**src/rtl/tile_eoc_monitor.sv**
```systemverilog
// tile_eoc_monitor
// Watches the L2 simulation memory write-monitor stream. It detects the
// end-of-computation write and latches the exit code. It captures putchar
// writes into a small FIFO. It runs a watchdog while a program is running.
//
// Ports
//   clk_i, rst_i          clock, asynchronous active-high reset
//   mon_w_valid_i         one observed write beat this cycle
//   mon_w_addr_i          byte address of the beat
//   mon_w_data_i          write data of the beat
//   arm_i                 start-of-run pulse (IDLE -> RUN)
//   clear_i               return to IDLE and clear run status
//   state_o               00 IDLE, 01 RUN, 10 DONE, 11 TIMEOUT
//   eoc_o, timeout_o      high in DONE / TIMEOUT
//   exit_code_o           exit code latched from the EOC write
//   run_cycles_o          cycles spent in RUN (saturating)
//   stdout_valid_o        FIFO head holds a character
//   stdout_char_o         FIFO head character
//   stdout_ready_i        consumer accepts the head
//   stdout_overflow_o     sticky: a character was dropped
//   stdout_drops_o        saturating count of dropped characters
//
// Stdout handshake: a character transfers on a cycle where stdout_valid_o
// and stdout_ready_i are both high. stdout_valid_o never depends on
// stdout_ready_i. Once stdout_valid_o is high, it and stdout_char_o stay
// stable until that transfer happens.
module tile_eoc_monitor #(
  parameter int                ADDR_W         = 32,
  parameter int                DATA_W         = 32,
  parameter logic [ADDR_W-1:0] EOC_ADDR       = 32'h2C03_0000,
  parameter logic [ADDR_W-1:0] STDOUT_ADDR    = 32'h2C03_0004,
  parameter int                FIFO_DEPTH     = 16,
  parameter logic [31:0]       TIMEOUT_CYCLES = 32'd1_000_000
) (
  input  logic              clk_i,
  input  logic              rst_i,
  input  logic              mon_w_valid_i,
  input  logic [ADDR_W-1:0] mon_w_addr_i,
  input  logic [DATA_W-1:0] mon_w_data_i,
  input  logic              arm_i,
  input  logic              clear_i,
  output logic [1:0]        state_o,
  output logic              eoc_o,
  output logic              timeout_o,
  output logic [31:0]       exit_code_o,
  output logic [31:0]       run_cycles_o,
  output logic              stdout_valid_o,
  output logic [7:0]        stdout_char_o,
  input  logic              stdout_ready_i,
  output logic              stdout_overflow_o,
  output logic [15:0]       stdout_drops_o
);

  localparam int PTR_W = $clog2(FIFO_DEPTH);

  typedef enum logic [1:0] {
    ST_IDLE    = 2'b00,
    ST_RUN     = 2'b01,
    ST_DONE    = 2'b10,
    ST_TIMEOUT = 2'b11
  } state_t;

  state_t      state_q, state_d;
  logic [31:0] run_cycles_q, run_cycles_d;
  logic [31:0] exit_code_q, exit_code_d;

  // Lane select: a 64-bit bus carries two 32-bit words, and address bit 2
  // picks the upper one. Zero-extending to 64 bits keeps one expression
  // legal for both widths.
  logic [63:0] data_ext;
  logic [31:0] lane;
  logic        eoc_hit, std_hit, wd_expire;
  logic [1:0]  unused_addr_lsb;

  assign data_ext        = 64'(mon_w_data_i);
  assign lane            = (DATA_W == 64 && mon_w_addr_i[2]) ? data_ext[63:32] : data_ext[31:0];
  assign eoc_hit         = mon_w_valid_i && (mon_w_addr_i[ADDR_W-1:2] == EOC_ADDR[ADDR_W-1:2]);
  assign std_hit         = mon_w_valid_i && (mon_w_addr_i[ADDR_W-1:2] == STDOUT_ADDR[ADDR_W-1:2]);
  assign wd_expire       = (TIMEOUT_CYCLES != 32'd0) && (run_cycles_q == TIMEOUT_CYCLES - 32'd1);
  assign unused_addr_lsb = mon_w_addr_i[1:0];

  // ---------------- run-control FSM ----------------
  always_ff @(posedge clk_i or posedge rst_i) begin
    if (rst_i) begin
      state_q      <= ST_IDLE;
      run_cycles_q <= 32'd0;
      exit_code_q  <= 32'd0;
    end else begin
      state_q      <= state_d;
      run_cycles_q <= run_cycles_d;
      exit_code_q  <= exit_code_d;
    end
  end

  always_comb begin
    state_d      = state_q;
    run_cycles_d = run_cycles_q;
    exit_code_d  = exit_code_q;
    if (clear_i) begin
      state_d      = ST_IDLE;
      run_cycles_d = 32'd0;
      exit_code_d  = 32'd0;
    end else begin
      unique case (state_q)
        ST_IDLE: begin
          // An EOC beat in the arming cycle is ignored.
          if (arm_i) begin
            state_d      = ST_RUN;
            run_cycles_d = 32'd0;
          end
        end
        ST_RUN: begin
          // The counter freezes on the leaving edge, so it keeps the last
          // RUN value.
          if (eoc_hit && lane != 32'd0) begin
            state_d     = ST_DONE;
            exit_code_d = lane;
          end else if (wd_expire) begin
            state_d = ST_TIMEOUT;
          end else if (run_cycles_q != 32'hFFFF_FFFF) begin
            run_cycles_d = run_cycles_q + 32'd1;
          end
        end
        default: ; // DONE and TIMEOUT hold until clear_i
      endcase
    end
  end

  assign state_o      = state_q;
  assign eoc_o        = (state_q == ST_DONE);
  assign timeout_o    = (state_q == ST_TIMEOUT);
  assign exit_code_o  = exit_code_q;
  assign run_cycles_o = run_cycles_q;

  // ---------------- stdout FIFO ----------------
  logic [7:0]     mem [FIFO_DEPTH];
  logic [PTR_W:0] wr_q, rd_q, wr_d, rd_d;
  logic           valid_q, valid_d;
  logic [7:0]     head_q, head_d;
  logic           full, pop, push_ok, drop;
  logic           ovf_q;
  logic [15:0]    drops_q;

  assign full    = (wr_q[PTR_W] != rd_q[PTR_W]) && (wr_q[PTR_W-1:0] == rd_q[PTR_W-1:0]);
  assign pop     = valid_q && stdout_ready_i;
  assign push_ok = std_hit && (!full || pop);
  assign drop    = std_hit && !push_ok;
  assign rd_d    = rd_q + {{PTR_W{1'b0}}, pop};
  assign wr_d    = wr_q + {{PTR_W{1'b0}}, push_ok};
  assign valid_d = (wr_d != rd_d);

  // Head is registered. When the FIFO is empty after this cycle's pop, the
  // slot being written now becomes the next head. Storage does not have it
  // yet, so take the character straight from the bus.
  assign head_d = (push_ok && wr_q == rd_d) ? lane[7:0] : mem[rd_d[PTR_W-1:0]];

  always_ff @(posedge clk_i) begin
    if (push_ok) mem[wr_q[PTR_W-1:0]] <= lane[7:0];
  end

  always_ff @(posedge clk_i or posedge rst_i) begin
    if (rst_i) begin
      wr_q    <= '0;
      rd_q    <= '0;
      valid_q <= 1'b0;
      head_q  <= 8'd0;
      ovf_q   <= 1'b0;
      drops_q <= 16'd0;
    end else begin
      wr_q    <= wr_d;
      rd_q    <= rd_d;
      valid_q <= valid_d;
      head_q  <= head_d;
      if (clear_i) begin
        ovf_q   <= 1'b0;
        drops_q <= 16'd0;
      end else if (drop) begin
        ovf_q <= 1'b1;
        if (drops_q != 16'hFFFF) drops_q <= drops_q + 16'd1;
      end
    end
  end

  assign stdout_valid_o    = valid_q;
  assign stdout_char_o     = head_q;
  assign stdout_overflow_o = ovf_q;
  assign stdout_drops_o    = drops_q;

endmodule

```
**config.mk**
```make
export PLATFORM = sky130hd
export DESIGN_NAME = tile_eoc_monitor
export DESIGN_NICKNAME = d
export VERILOG_FILES = /design/src/rtl/tile_eoc_monitor.sv
export SDC_FILE = /design/constraint.sdc
export NUM_CORES = 1
export LEC_CHECK = 0
export CORE_MARGIN = 2
export CORE_UTILIZATION = 23
export DETAILED_ROUTE_END_ITERATION = 10
export PLACE_DENSITY = 0.46
export SYNTH_ARGS = -nofsm -noshare
export SYNTH_HDL_FRONTEND = slang
export SYNTH_SLANG_ARGS = --single-unit
```
**constraint.sdc**
```tcl
create_clock -name clk_i -period 9 [get_ports clk_i]
set_input_delay 1.8 -clock clk_i [delete_from_list [all_inputs] [get_ports clk_i]]
set_output_delay 1.8 -clock clk_i [all_outputs]
set_load 0.02 [all_outputs]
```
### Word-level counts from Yosys, hierarchy flattened

Memories as Yosys holds them, arrays and structs flattened.
Index checks and enable logic that the tools add are counted.

| storage, ports and cells | value |
|---|---|
| memory bits (writable) | 128 |
| bits of input ports | 70 |
| output and inout bits | 94 |
| flip-flop bits (word level) | 102 |
| memories kept | 1 |

Memories:

| name | words | width | rd ports | clocked after Yosys merged registers in | wr ports | RTL line | text |
|---|---|---|---|---|---|---|---|
| mem | 16 | 8 | 1 | 0 | 1 | 136 | `logic [7:0] mem [FIFO_DEPTH];` |

| cells by class | value |
|---|---|
| mux-type cells | 22 |
| reduce and logical (&&, ||, !) cells | 22 |
| equal/unequal tests | 17 |
| add/sub/neg operators | 4 |

Operators by type and width:

| operator | number |
|---|---|
| $mux 32 | 8 |
| $pmux 32 s2 | 1 |
| $eq 30x28->1 const B | 2 |
| $mux 16 | 3 |
| $add 32x1->32 const B | 1 |
| $eq 32x20->1 const B | 1 |
| $ne 32x32->1 const B | 1 |
| $reduce_bool 32->1 | 1 |
| $add 16x1->16 const B | 1 |
| $ne 16x16->1 const B | 1 |
| $ne 3x3->1 const B | 4 |
| $add 5x1->5 | 2 |
| $logic_and 1x1->1 | 8 |
| $mux 2 | 4 |
| $mux 8 | 1 |
| $reduce_bool 2->1 | 4 |
| $eq 5x5->1 | 1 |
| $ne 5x5->1 | 1 |
| $reduce_and 5->1 | 1 |
| $eq 2x2->1 const B | 2 |
| $eq 4x4->1 | 1 |
| $mux 1 | 4 |
| $ne 4x4->1 const B | 1 |
| $pmux 2 s2 | 1 |
| 8 further kinds | 10 |

### Depth between registers and ports, before layout

Gate-level depths: netlist of run 1.

| logic depth | value |
|---|---|
| word-level depth | 9 |
| mapped depth | 12 |
| mapped depth without buffers | 11 |

### Worst setup path before layout of run 1

Ideal clock, no wire load.

| path | value |
|---|---|
| path kind | input to register |
| from | input port mon_w_addr_i[4] |
| to | memory mem[0][0] (enable) |
| buffers on the path | 0 |
| arrival | 3878 ps |
| stages | 5 |
| data required time | 8617 ps |
| setup slack | 4738 ps |
| cell sequence | nor4_1 -> nand4_1 -> nor3_1 -> or3b_2 -> nor3_1 |

| on the way | value |
|---|---|
| longest elaborated chain between the ends | 5 |

RTL lines:

| element | RTL line | text |
|---|---|---|
| from (decl) | 38 | `input logic [ADDR_W-1:0] mon_w_addr_i,` |
| $eq 30x28->1 | 78 | `assign std_hit = mon_w_valid_i && (mon_w_addr_i[ADDR_W-1:2] == STDOUT_ADDR[ADDR_W-1:2]);` |
| $logic_and 1x1->1 | 78 |  |
| $logic_and 1x1->1 | 146 | `assign push_ok = std_hit && (!full \|\| pop);` |
| $mux 1 | 158 | `if (push_ok) mem[wr_q[PTR_W-1:0]] <= lane[7:0];` |
| $mux 1 (implied by the code) | 158 |  |
| to (decl) | 136 |  |

No other way between the ends.

### Worst setup path in the final report of run 1

| path | value |
|---|---|
| from | input port mon_w_addr_i[4] |
| to | memory mem[4][7] (enable) |

Same word-level chain as after synthesis.

==> impl_metrics.csv, run 1 <==
group,metric,value,unit
status,status,"complete, no violations",
clock_network,cts_tree,"done",
pwr,p_leak,4.70,nW
worst_setup_path,slowest_delay,720,ps
floorplan,core_area,0.0441,sq mm
clock_network,clk_path_buf_depth,3,
hold_path,hold_end,"exit_code_o[0]",
worst_setup_path,reg2reg_depth,6,
synthesis,synth.ff_latch_count,230,
synthesis,yosysWarnings,0,
synthesis,yosysTopAreaCell,"edfxtp_1",
floorplan,rows,77,
sta,worstMarginPinSlew,1030,ps
hold_path,hold_path_class,"reg -> reg",
grt,grt_pass1_wl,45.1,mm
sta,fin_tns_setup,0,ps
worst_setup_path,crit_chain,"clkdlybuf4s50_1, nor4_1, nand4_1, nor3_1, or3b_2, nor2_1",
clock_network,post-cts-setup-buffer-count,0,
cells_and_area,final_cell_area,0.0134,sq mm
worst_setup_path,arrival,5020,ps
worst_setup_path,cp.required,9190,ps
worst_setup_path,r2r_start,"wr_q[3]",
synthesis,yosysUniqueCellTypes,55,
pwr,clockPowerShare,0.471,
detailed_routing,route.vias.total,7166,
clock_network,cts_root_buf,"clkbuf_16",
sta,min_period_over_period,0.537,
sta,setup_viol,0,
grt,grt-ovfl-total,0,
synthesis,synth_edf_count,128,
worst_setup_path,cp_max_fo,8,
synthesis,ys.flop_type,"edfxtp_1",
pwr,p_seq_frac,0.492,
sta,maxSlewViolCount,0,
floorplan,die_width,215,microns
sta,slew_headroom,0.311,
place,post_dp_cell_area,0.0125,sq mm
detailed_routing,route.detailed.drc,0,
hold_path,hp-start,"exit_code_o[0]",
cells_and_area,post_route_cells_drive_above_1_share,0.114,
worst_setup_path,crit_slowest_cell,"nor3_1",
worst_setup_path,path_class,"in -> reg",
worst_setup_path,rrSetupSlack,5680,ps
clock_network,cts-buffers-inserted,26,
floorplan,start_util,0.232,
clock_network,holdBufCountCts,0,
worst_setup_path,crit_path_start_kind,"input port",
clock_network,cts_resized,0,
detailed_routing,vias_per_cell,4.63,
worst_setup_path,crit_path_end_kind,"flop",
pwr,swShare,0.219,
floorplan,die_h,215,microns
sta,skew,36.1,ps
sta,timing.fmax,207,MHz
sta,layout_min_cycle_time,4830,ps
synthesis,postSynth.asyncResetShare,0.443,
worst_setup_path,path_buf_inv,1,
synthesis,synth_area_per_cell,13.2,sq um
clock_network,clkLatencyLatePin,560,ps
cells_and_area,finalNonFillerCells,1549,
synthesis,netlist_area,0.0102,sq mm
pwr,p_comb_frac,0.037,
cells_and_area,fin_util,0.303,
grt,track_usage,0.124,
pwr,internal-power,1.77,mW
cells_and_area,nets,1011,
clock_network,clk_pin_slew,60,ps
pwr,p_sw,0.497,mW
detailed_routing,drt_iter0_drc,417,
synthesis,synthTopCellsByArea,"edfxtp_1, dfrtp_1, mux4_2",
detailed_routing,dr.pass1.iters,5,
hold_path,hold_depth,1,
synthesis,synth_common_cells,"edfxtp_1, dfrtp_1, nand2_1",
detailed_routing,ant_nets,0,
run,cap_violations,0,
cells_and_area,area_growth,30.5,%
place,placed_cells,1499,
place,dpl.hpwl,19.6,mm
sta,finalHoldViolations,0,
pwr,vdd_drop_max,0.153,mV
grt,grt_max_degree,72,
cells_and_area,fill_cells,4512,
worst_setup_path,r2r_end,"mem[4][7]",
pwr,power.density,170,mW/mm^2
synthesis,yosysMostFrequentCell,"edfxtp_1",
floorplan,die_area,0.0463,sq mm
place,globalplace.congestion,0.766,
clock_network,cts.sinks,230,
detailed_routing,avgRoutedWirePerCell,19.0,microns
synthesis,synthCells,777,
grt,antenna_found_initial,2,
synthesis,ys_seq_area_frac,0.624,
synthesis,synth_top_area_frac,0.375,
grt,grt_pass1_vias,7278,
clock_network,htreeDepth,1,
floorplan,ios,164,
place,portBuffers,161,
synthesis,synth_fp_nets,853,
detailed_routing,wl,29.5,mm
worst_setup_path,path_delay_family,"simple AND/OR/NAND/NOR gates",
pwr,power,2.27,mW
sta,rsz0062_at_grt,"no",
## worst max path at each step
stage                          start          endpoint  slack, ps  depth (start not counted)
CTS                  mon_w_data_i[0]  run_cycles_o[31]       4280                          6
floorplan                      rst_i    exit_code_o[0]       4520                          1
detailed placement   mon_w_addr_i[4]         mem[4][2]       3690                          6
global placement    mon_w_addr_i[15]         mem[4][0]       3710                          6
global route         mon_w_data_i[4]  run_cycles_o[31]       3970                          6
finish               mon_w_addr_i[4]         mem[4][7]       4170                          6
## cell families (layout without fill, tap and decap cells)
| group | count (synthesis) | after routing | share of synthesized area |
|---|---|---|---|
| other | 0 | 2 | 0 |
| DFF | 230 | 230 | 0.624 |
| AOI/OAI and AO/OA | 138 | 138 | 0.0937 |
| adders and majority gates | 6 | 6 | 0.00733 |
| and+or+nand+nor | 277 | 277 | 0.145 |
| xor gates and xnor gates | 29 | 29 | 0.0248 |
| buffers and inverters | 56 | 234 | 0.0254 |
| muxes | 41 | 41 | 0.0801 |
## power groups by stage
| stage | logic [mW] | clock network [mW] | registers [mW] |
|---|---|---|---|
| after floorplan | 0.0262 | 0 | 1.14 |
| after global placement | 0.0842 | 0 | 1.14 |
| after detailed placement | 0.0849 | 0 | 1.14 |
| after CTS | 0.0852 | 1.10 | 1.12 |
| after global routing | 0.0920 | 1.14 | 1.12 |
| final | 0.0834 | 1.07 | 1.12 |
## layout by cell type (no fill, tap or decap), types with 15 or more instances in the layout
cell type / Yosys / final
and3_1: 17 / 17
nand4_1: 20 / 20
clkdlybuf4s50_1: 0 / 161
mux4_2: 32 / 32
edfxtp_1: 128 / 128
nand2_1: 62 / 62
clkbuf_16: 0 / 26
dfrtp_1: 102 / 102
a22o_1: 32 / 32
nor4_1: 22 / 22
nand3_1: 34 / 34
xor2_1: 15 / 15
a31oi_1: 16 / 16
o21ai_0: 32 / 32
nor2_1: 54 / 53
o31ai_1: 24 / 24
## sequential cells by signal (all words and copies together) (netlist names)
| register | cells |
|---|---|
| exit_code_o | 32 |
| mem | 128 |
| rd_q | 5 |
| run_cycles_o | 32 |
| state_o | 2 |
| stdout_char_o | 8 |
| stdout_drops_o | 16 |
| stdout_overflow_o | 1 |
| stdout_valid_o | 1 |
| wr_q | 5 |
## stage by stage
| stage | hold slack [ps] | setup WS, ps |
|---|---|---|
| 6_report | 502 | 4170 |
| 5_1_grt | 514 | 3970 |
| 4_1_cts | 508 | 4280 |
| 3_5_place_dp | 491 | 3690 |
| 3_3_place_gp | 486 | 3710 |
| 2_1_floorplan | 513 | 4520 |
## layout make-up
| class | instances | area, sq um | area share |
|---|---|---|---|
| clock inverter | 14 | 143 | 0.0107 |
| inverter | 12 | 47.5 | 0.00356 |
| clock buffer | 34 | 721 | 0.0539 |
| multi-input combinational | 491 | 3610 | 0.270 |
| tap | 592 | 741 | 0.0554 |
| timing repair buffer | 174 | 1710 | 0.128 |
| antenna | 2 | 5.00 | 0.000374 |
| sequential | 230 | 6400 | 0.478 |
## layer usage
layer,up-vias,global-route usage,share of wire
met2,180,0.204,0.47
met5,-,0,0
met3,44,0.0221,0.045
met1,3619,0.170,0.46
li1,3323,-,-
met4,0,0.0315,0.021
Power figures use the tool's default switching activity.
==> run 2, diff against run 1 <==
--- a/config.mk
+++ b/config.mk
@@ -8,7 +8,7 @@
 export CORE_MARGIN = 2
 export CORE_UTILIZATION = 23
 export DETAILED_ROUTE_END_ITERATION = 10
-export PLACE_DENSITY = 0.46
+export PLACE_DENSITY = 0.47
 export SYNTH_ARGS = -nofsm -noshare
 export SYNTH_HDL_FRONTEND = slang
 export SYNTH_SLANG_ARGS = --single-unit
==> constraint.sdc (replaced) <==
create_clock -name clk_i -period 4.17 [get_ports clk_i]
set_input_delay 0.834 -clock clk_i [delete_from_list [all_inputs] [get_ports clk_i]]
set_output_delay 0.834 -clock clk_i [all_outputs]
set_load 0.02 [all_outputs]
==> impl_metrics.csv, run 2 (synthesis results as in run 1) <==
group,metric,value,unit
sta,setup_viol,0,
clock_network,clk_pin_slew,60,ps
floorplan,die_area,0.0463,sq mm
detailed_routing,vias_per_cell,4.61,
cells_and_area,largest_reg_flops,128,
grt,grt_pass1_wl,45.9,mm
pwr,vdd_drop_max,0.286,mV
grt,grt_max_degree,51,
floorplan,ios,164,
grt,grt-ovfl-total,0,
worst_setup_path,path_class,"in -> reg",
clock_network,cts-buffers-inserted,26,
grt,antenna_found_initial,0,
clock_network,cts_tree,"done",
sta,layout_min_cycle_time,3160,ps
clock_network,post-cts-setup-buffer-count,0,
grt,grt_pass1_vias,7256,
grt,track_usage,0.127,
sta,finalHoldViolations,0,
worst_setup_path,cp.required,4410,ps
place,pre_cts_slack,413,ps
cells_and_area,fin_util,0.307,
cells_and_area,diodes,0,
floorplan,die_width,215,microns
detailed_routing,wl,29.9,mm
floorplan,die_h,215,microns
pwr,p_leak,4.82,nW
cells_and_area,post_route_cells_drive_above_1_share,0.137,
worst_setup_path,arrival,3400,ps
detailed_routing,route.detailed.drc,0,
clock_network,holdBufCountCts,0,
detailed_routing,ant_nets,0,
worst_setup_path,crit_path_end_kind,"flop",
sta,hold_slack,503,ps
clock_network,clk_path_buf_depth,3,
pwr,power.density,353,mW/mm^2
sta,fin_tns_setup,0,ps
place,dpl.hpwl,20.3,mm
cells_and_area,layout_commonest_cell,"clkdlybuf4s50_1",
sta,rsz0062_at_grt,"no",
sta,worst_slack,1010,ps
clock_network,cts_root_buf,"clkbuf_16",
clock_network,cts_resized,0,
clock_network,cts.sinks,230,
worst_setup_path,crit_path_start_kind,"input port",
place,portBuffers,161,
place,globalplace.congestion,0.790,
sta,slew_headroom,0.325,
cells_and_area,nets,1041,
cells_and_area,area_growth,32.2,%
detailed_routing,dr.pass1.iters,5,
status,status,"complete, no violations",
sta,min_period_over_period,0.757,
detailed_routing,route.vias.total,7261,
clock_network,clkLatencyLatePin,560,ps
cells_and_area,final_cell_mix,"clkdlybuf4s50_1, edfxtp_1, dfrtp_1",
run,cap_violations,0,
hold_path,hold_path_class,"reg -> reg",
floorplan,start_util,0.232,
detailed_routing,drt_iter0_drc,510,
cells_and_area,fill_cells,4506,
sta,maxSlewViolCount,0,
worst_setup_path,cp_max_fo,8,
detailed_routing,avgRoutedWirePerCell,19.0,microns
floorplan,rows,77,
clock_network,htreeDepth,1,
sta,worstMarginPinSlew,1010,ps
sta,skew,24.9,ps
floorplan,core_area,0.0441,sq mm
sta,timing.fmax,317,MHz
## run 2: changes by cell type in the layout (fill, tap and decap cells not counted), sizes merged
| cell | before | now |
|---|---|---|
| buf | 13 | 43 |
| diode | 2 | 0 |
| clkinv | 13 | 12 |
| bufinv | 2 | 1 |
| clkinvlp | 1 | 2 |
## run 2: critical path, stage by stage
cell,delay [ps]
clkdlybuf4s50_1,400
nor4_1,480
nand4_1,360
nor3_1,240
buf_4,170
or3b_2,500
nor3_1,170
buf_4,240
## run 2: final cells by class
cell class	count	area, sq um	area share
repair buffers	204	1960	0.145
multi-input cells	491	3600	0.266
inverters	12	47.5	0.00351
clock inverters	13	120	0.00887
well taps	592	741	0.0547
clock buffers	34	681	0.0503
flip-flops and latches	230	6400	0.472
## run 2: power by group
group,internal (mW),switching [mW]
Combinational,0.0829,0.107
Sequential,2.41,0.00241
Clock,1.22,0.955
## run 2: metrics by stage
step	power, mW	instance area (sq um)	std cells
2_1_floorplan	2.51	10200	777
3_3_place_gp	2.65	12700	1529
3_5_place_dp	2.65	12700	1529
4_1_cts	4.85	13500	1576
5_1_grt	4.96	13500	1576
6_report	4.77	13500	1576
## run 2: layer usage
layer	wire (microns)	track usage	vias to the layer above
li1	-	-	3401
met1	14000	0.178	3663
met2	14000	0.205	164
met3	1290	0.0218	33
met4	630	0.0320	0
met5	0	0.00313	-
## run 2: final timing paths
check	start	to	slack, ps	cells past startpoint
setup reg to reg	stdout_valid_o	stdout_char_o[0]	1340	8
max in group asynchronous	rst_i	exit_code_o[6]	2520	3
hold reg to reg	stdout_overflow_o	stdout_overflow_o	500	2
hold / removal	stdout_overflow_o	stdout_overflow_o	500	2
setup / recovery	mon_w_addr_i[4]	mem[0][0]	1010	8
min in group asynchronous	rst_i	run_cycles_o[4]	750	2
